`src/rtl/radar_pkg.sv`:
```
// Shared definitions for the radar pulse/echo link: FSM encodings and physical constants.
package radar_pkg;

  typedef enum logic [1:0] {
    IDLE   = 2'b00,
    DELAY  = 2'b01,
    ECHO   = 2'b10,
    UPDATE = 2'b11
  } emu_state_t;

  localparam int unsigned LIGHT_SPEED = 300000000;

endpackage

```
`src/rtl/pulse_edge_detect.sv`:
```
// Synchronous rising-edge detector: rise is high for the cycle in which sig is high
// and was low at the previous clock edge.
module pulse_edge_detect (
  input  logic CLK,
  input  logic RST,
  input  logic sig,
  output logic rise
);

  logic sig_q;

  always_ff @(posedge CLK) begin
    if (RST) sig_q <= 1'b0;
    else     sig_q <= sig;
  end

  assign rise = sig & ~sig_q;

endmodule

```
`src/rtl/radar_target_emulator.sv`:
```
// Target model: answers each accepted trigger rise with an echo after the round-trip
// delay for the current distance, then closes the distance by closing_speed.
module radar_target_emulator
  import radar_pkg::*;
#(
  parameter int ECHO_WIDTH          = 1,
  parameter int RANGE_LIMIT         = 38250,
  parameter int METRES_PER_CYCLE_RT = 150
) (
  input  logic        CLK,
  input  logic        RST,
  input  logic        radar_pulse_trigger,
  input  logic        target_enable,
  input  logic        load,
  input  logic [31:0] initial_distance,
  input  logic [31:0] closing_speed,
  output logic        radar_echo,
  output logic [31:0] current_distance,
  output logic [1:0]  emulator_state,
  output logic [7:0]  missed_pulse_count
);

  emu_state_t  state, state_next;
  logic [7:0]  delay_cnt, delay_next;
  logic [7:0]  width_cnt, width_next;
  logic [7:0]  miss_next;
  logic        echo_next;
  logic [31:0] dist_next;
  logic [7:0]  delay_init;
  logic        trig_rise;
  logic        in_range;

  function automatic logic [31:0] sat_sub(input logic [31:0] a, input logic [31:0] b);
    return (a > b) ? (a - b) : '0;
  endfunction

  function automatic logic [7:0] sat_inc(input logic [7:0] a);
    return (a == 8'hFF) ? a : (a + 8'd1);
  endfunction

  pulse_edge_detect u_trig_edge (
    .CLK  (CLK),
    .RST  (RST),
    .sig  (radar_pulse_trigger),
    .rise (trig_rise)
  );

  // Quotient fits in 8 bits because distances above RANGE_LIMIT are never accepted.
  assign delay_init = 8'(current_distance / 32'(METRES_PER_CYCLE_RT));
  assign in_range   = target_enable && (current_distance != '0) &&
                      (current_distance <= 32'(RANGE_LIMIT));

  always_comb begin
    state_next = state;
    delay_next = delay_cnt;
    width_next = width_cnt;
    echo_next  = radar_echo;
    dist_next  = current_distance;
    miss_next  = missed_pulse_count;
    case (state)
      IDLE: begin
        // A load on the same cycle as a rise swallows the rise.
        if (load) begin
          dist_next = initial_distance;
        end else if (trig_rise && in_range) begin
          delay_next = delay_init;
          state_next = DELAY;
        end
      end
      DELAY: begin
        if (delay_cnt == '0) begin
          echo_next  = 1'b1;
          width_next = 8'(ECHO_WIDTH - 1);
          state_next = ECHO;
        end else begin
          delay_next = delay_cnt - 8'd1;
        end
      end
      ECHO: begin
        if (width_cnt == '0) begin
          echo_next  = 1'b0;
          state_next = UPDATE;
        end else begin
          width_next = width_cnt - 8'd1;
        end
      end
      UPDATE: begin
        dist_next  = sat_sub(current_distance, closing_speed);
        state_next = IDLE;
      end
      default: state_next = IDLE;
    endcase
    if (trig_rise && (state != IDLE)) miss_next = sat_inc(missed_pulse_count);
  end

  always_ff @(posedge CLK) begin
    if (RST) begin
      state              <= IDLE;
      delay_cnt          <= '0;
      width_cnt          <= '0;
      radar_echo         <= 1'b0;
      current_distance   <= '0;
      missed_pulse_count <= '0;
    end else begin
      state              <= state_next;
      delay_cnt          <= delay_next;
      width_cnt          <= width_next;
      radar_echo         <= echo_next;
      current_distance   <= dist_next;
      missed_pulse_count <= miss_next;
    end
  end

  assign emulator_state = state;

endmodule

```
`config.mk`:
```
export PLATFORM = sky130hd
export DESIGN_NAME = radar_target_emulator
export DESIGN_NICKNAME = d
export VERILOG_FILES = /design/src/rtl/radar_pkg.sv /design/src/rtl/pulse_edge_detect.sv /design/src/rtl/radar_target_emulator.sv
export SDC_FILE = /design/constraint.sdc
export NUM_CORES = 1
export LEC_CHECK = 0
export ABC_AREA = 1
export CAP_MARGIN = 20
export CORE_MARGIN = 4
export CORE_UTILIZATION = 50
export DETAILED_ROUTE_END_ITERATION = 12
export MAX_ROUTING_LAYER = met4
export PLACE_DENSITY = 0.71
export SETUP_SLACK_MARGIN = 0.4
export SKIP_CTS_REPAIR_TIMING = 1
export SYNTH_ARGS = -nofsm -noshare
export SYNTH_HDL_FRONTEND = slang
export SYNTH_SLANG_ARGS = --single-unit
```
`constraint.sdc`:
```
create_clock -name CLK -period 17.3 [get_ports CLK]
set_input_delay 1.73 -clock CLK [delete_from_list [all_inputs] [get_ports CLK]]
set_output_delay 1.73 -clock CLK [all_outputs]
set_load 0.005 [all_outputs]
```
* Word level (Yosys, flattened, before mapping)
Index checks and enable logic that the tools add are counted.
** Word-level totals
- Flip-flop bits (word level) :: 60
** Operators by class
- Add/subtract/negate cells :: 4
- Divide/modulo/power cells :: 1
- Magnitude comparators :: 2
- Eq/ne operators :: 11
- Muxes and demuxes :: 18
- Bitwise operators :: 3
- Reductions and logical operators :: 18
** Operators with widths (number)
- 2-to-1 mux 32 bit :: 2
- one-hot mux 32 bit (2 select lines) :: 1
- 2-to-1 mux 8 bit :: 5
- divider 32 x 8 -> 32 bit, second input constant :: 1
- > comparator 32 bit :: 1
- <= comparator 32 x 16 -> 1 bit, second input constant :: 1
- one-hot mux 8 bit (2 select lines) :: 2
- nonzero test 32 bit :: 1
- subtractor 32 bit :: 1
- zero test 8 bit :: 2
- subtractor 8 x 1 -> 8 bit, second input constant :: 2
- != test 2 bit, second input constant :: 7
- adder 8 x 1 -> 8 bit, second input constant :: 1
- == test 8 bit, second input constant :: 1
- 2-to-1 mux 2 bit :: 4
- one-hot mux 2 bit (4 select lines) :: 1
- AND reduction 4 bit :: 2
- nonzero test 2 bit :: 4
- AND reduction 3 bit :: 2
- == test 2 bit, second input constant :: 2
- logical AND 1 bit :: 4
- AND reduction 2 bit :: 2
- == test 2 x 1 -> 1 bit, second input constant :: 1
- zero test 2 bit :: 1
- 4 further kinds :: 6

* Logic depth before layout (Yosys ltp)
- Depth in word-level cells :: 7
- Depth in mapped cells :: 165

* Modules after synthesis
From an unflattened synthesis, not the netlist that was laid out.
** Second synthesis, totals
- Cells, all modules :: 1871
- Area, all modules :: 12052.8 µm²
** By module, submodules not included
- radar_target_emulator :: instances 1, cells each 1867, area an instance 12021.5 µm², seq. area each 1181.1 µm²
- pulse_edge_detect :: instances 1, cells each 4, area an instance 31.3 µm², seq. area each 20.0 µm²

* Least setup slack after synthesis
OpenSTA, ideal clock, no wires.
- Path type :: reg2reg
- From :: register current_distance[25]
- To :: register delay_cnt[0]
- Setup time :: 0.066 ns
- Arrival time :: 13.427 ns
- Path slack :: 3.807 ns
- Cell stages (with the launch flop) :: 147
- Clock period less this slack :: 13.493 ns
- Path through :: dfxtp_1 nand2_2 nand2_4 nand2_4 nand2_4 nand3_1 nand2_4 clkinv_8 nand2_4 nand2_4 nand2_4 nand2_4 o21ai_1 nand2_4 inv_2 nand2_2 nand2_2 nand2_4 [... 111 more ...] nand2_4 o21ai_2 inv_1 nand3_2 nand2_4 nand2_1 nand3_2 nand2_4 nand2_4 nand2_2 nand2_2 nand2_2 nand2_1 nand2_1 nand3_1 nand3_1 nand2_1 a21oi_2
** Between the ends
- Longest elaborated chain between the ends :: 6
** Ends and longest elaborated chain
- start: declaration :: line radar_target_emulator.sv:18 : output logic [31:0] current_distance,
- start signal: assignment :: line radar_target_emulator.sv:109 : current_distance <= dist_next;
- branches (longest 6 deep; another with divider 32 x 8 -> 32 bit)
- end signal: assignment :: line radar_target_emulator.sv:106 : delay_cnt <= delay_next;
- end: declaration :: line radar_target_emulator.sv:24 : logic [7:0] delay_cnt, delay_next;
Parallel ways; which one is timed is not known. The select of a mux whose other input is x is not followed.
A chain may end at the register's enable or synchronous reset.

* Worst setup path in the final report
Same ends and word-level chain as after synthesis.

==> impl_metrics.toml <==
[clocking]
clk_pin_slew_ns = 0.06
clk_latency_ns = 0.35
cts_htree_levels = 3
cts_sinks = 60
ctsLongestPathBuffers = 2
numCtsBuffers = 9
cts_root_buf = "clkbuf_16"
cts_tree = "yes"

[timing]
fmax_ghz = 0.06488
rsz0062_at_grt = "false"
tightest_slew_ns = 0.7955
drv_slew = 0
maxSlewHeadroom = 0.4689
timing_hold_violations_final = 0
setup_tns_ns = 0
timing.hold.ws_ns = 0.4782
skew_ns = 0.01507
min_period_over_period = 0.8909
fin_ws_ns = 1.887
setup_viol = 0
post-route-min-period_ns = 15.41

[detailed_routing]
remaining_drc_errors = 0
drtIter0Drc = 755
vias_per_cell = 5.207
routedWlPerCell_um = 13.48
ant_nets = 0
via_count = 11961
wl_um = 30950
first_pass_iters = 6

[global_route]
grt_util_all_layers = 0.2376
grt_pass1_vias = 11204
globalRoute.busiestLayer = "met2"
antenna_found_initial = 0
use_met3 = 0.02969
gr-usage-met2 = 0.3916
grt_max_degree = 45
overflow = 0
grt_pass1_wl_um = 51670
gr-usage-met1 = 0.3121

[logic_synthesis]
netlist_area_mm2 = 0.01191
synth_cells = 1864
yosysUniqueCellTypes = 64
async_flop_share = 0
synth_fp_nets = 1975
synth_warnings = 0
syn_area_per_cell_um2 = 6.387
ys.flop_type = "dfxtp_1"
synth_edf_count = 0
ys_seq_elements = 60
synth_top_area_cell = "nand2_1"
seq_area_frac_synth = 0.1009
synth_area_leaders = "nand2_1 13%, nand2_4 12%, dfxtp_1 10%"
synth_top_area_share = 0.1349

[cells_and_area]
diodes = 0
multi_input_area_mm2 = 0.009485
synthToLayoutAreaGrowth_pct = 15.04
drive_gt1_frac = 0.2690
nFillCells = 2274
seqCellArea_mm2 = 0.001206
nets = 2084

[place]
port_buffers = 111
gp_congestion = 0.9805
hpwl_um = 25470
pre_cts_slack_ns = 1.789

[worst_setup_path]
start_kind = "flip-flop"
end_kind = "flip-flop"
cp.arrival_ns = 15.62
cpMostUsedCell = "nand2_4"
worstSetupPathType = "reg2reg"
cp.required_ns = 17.51
worstPathMaxFanout = 10
slowest_delay_ns = 0.43
cp_slowest_cell = "dfxtp_2"

[floorplan]
die_h_um = 162.3
io_pins = 112
die-width_um = 162.3
num_rows = 56
start_util = 0.5072
dieArea_mm2 = 0.02634
core_mm2 = 0.02347

[outcome]
outcome = "finished, final reports clean"

[job]
cap_violations = 0

[hold_path]
hold_class = "reg2reg"
==> cell type report <==
cell class	count	share of cell area
Clock buffer	9	0.01644
Sequential cell	60	0.08807
Tap cell	319	0.02914
Inverter	276	0.08332
Timing Repair Buffer	118	0.08496
Clock inverter	7	0.005481
Multi-Input combinational cell	1508	0.6926
==> worst max-delay path, delay by kind of cell, from the launching register on <==
family	cells	cell delay, ns
buf+inv	14	1.14
simple gates	124	12.50
compound gates	5	1.13
flops	1	0.43
==> layout by cell type, fill, tap and decap left out, drive strengths merged, types with 4 or more instances in the layout <==
master and n:
o211ai 6, o21ai 104, xor2 40, or2 11
clkdlybuf4s50 111, a211oi 6, a21oi 86, dfxtp 60
nor3 10, clkbuf 9, a31oi 41, ha 41
nand4 40, buf 7, clkinv 21, nand2 721
nand3b 4, inv 256, nor2 128, nor4 7
xnor2 13, nand3 228
==> Yosys cell counts, types with 7 or more instances <==
| library cell | n |
|---|---|
| nor2_4 | 10 |
| dfxtp_1 | 60 |
| nand2_1 | 428 |
| inv_2 | 47 |
| xor2_1 | 38 |
| nor2_1 | 95 |
| nand3_4 | 23 |
| o21ai_2 | 13 |
| nand2_4 | 128 |
| inv_4 | 8 |
| nand3_2 | 41 |
| o21ai_0 | 77 |
| a31oi_1 | 41 |
| clkinv_2 | 8 |
| nor3_1 | 10 |
| or2_2 | 11 |
| xnor2_1 | 12 |
| nand3_1 | 164 |
| inv_1 | 197 |
| nor4_1 | 7 |
| a21oi_1 | 77 |
| o21ai_1 | 13 |
| nand2_2 | 163 |
| clkbuf_1 | 14 |
| ha_1 | 41 |
| nor2_2 | 20 |
| nand4_1 | 40 |
==> layer usage <==
metal  part of all wire  wire length, um
met3              0.045             1383
met1               0.48            14710
met2               0.46            14300
met4              0.018              560
met5                  0                0
==> flip-flops by register name, summed over array words and instances (netlist names) <==
register,count
current_distance,32
delay_cnt,8
emulator_state,2
missed_pulse_count,8
radar_echo,1
u_trig_edge.sig_q,1
width_cnt,8
==> path summary, 6_finish.rpt <==
| check | cells past startpoint | endpoint | startpoint | slack, ns |
|---|---|---|---|---|
| worst max register to register | 143 | delay_cnt[0] | current_distance[25] | 1.89 |
| worst min register to register | 2 | radar_echo | radar_echo | 0.48 |
| worst max-delay path | 143 | delay_cnt[0] | current_distance[25] | 1.89 |
| worst min-delay path | 2 | radar_echo | radar_echo | 0.48 |
==> per-stage QoR <==
step	area, um^2	utilization	std cells
5_1_grt	13700	0.5835	2297
2_1_floorplan	11910	-	1864
3_3_place_gp	13350	0.5688	2277
4_1_cts	13650	0.5816	2293
6_report	13700	0.5835	2297
3_5_place_dp	13350	0.5688	2277
==> cell families after synthesis <==
| group | after synthesis | share of synthesized area |
|---|---|---|
| buffers and inverters | 296 | 0.1044 |
| xor gates and xnor gates | 53 | 0.04183 |
| and+or+nand+nor | 1154 | 0.5786 |
| adders and majority gates | 42 | 0.04477 |
| DFF | 60 | 0.1009 |
| AOI/OAI and AO/OA | 259 | 0.1296 |
Power is not shown: default switching activity piles up to over one toggle a cycle in this logic, so the estimate is an artifact.
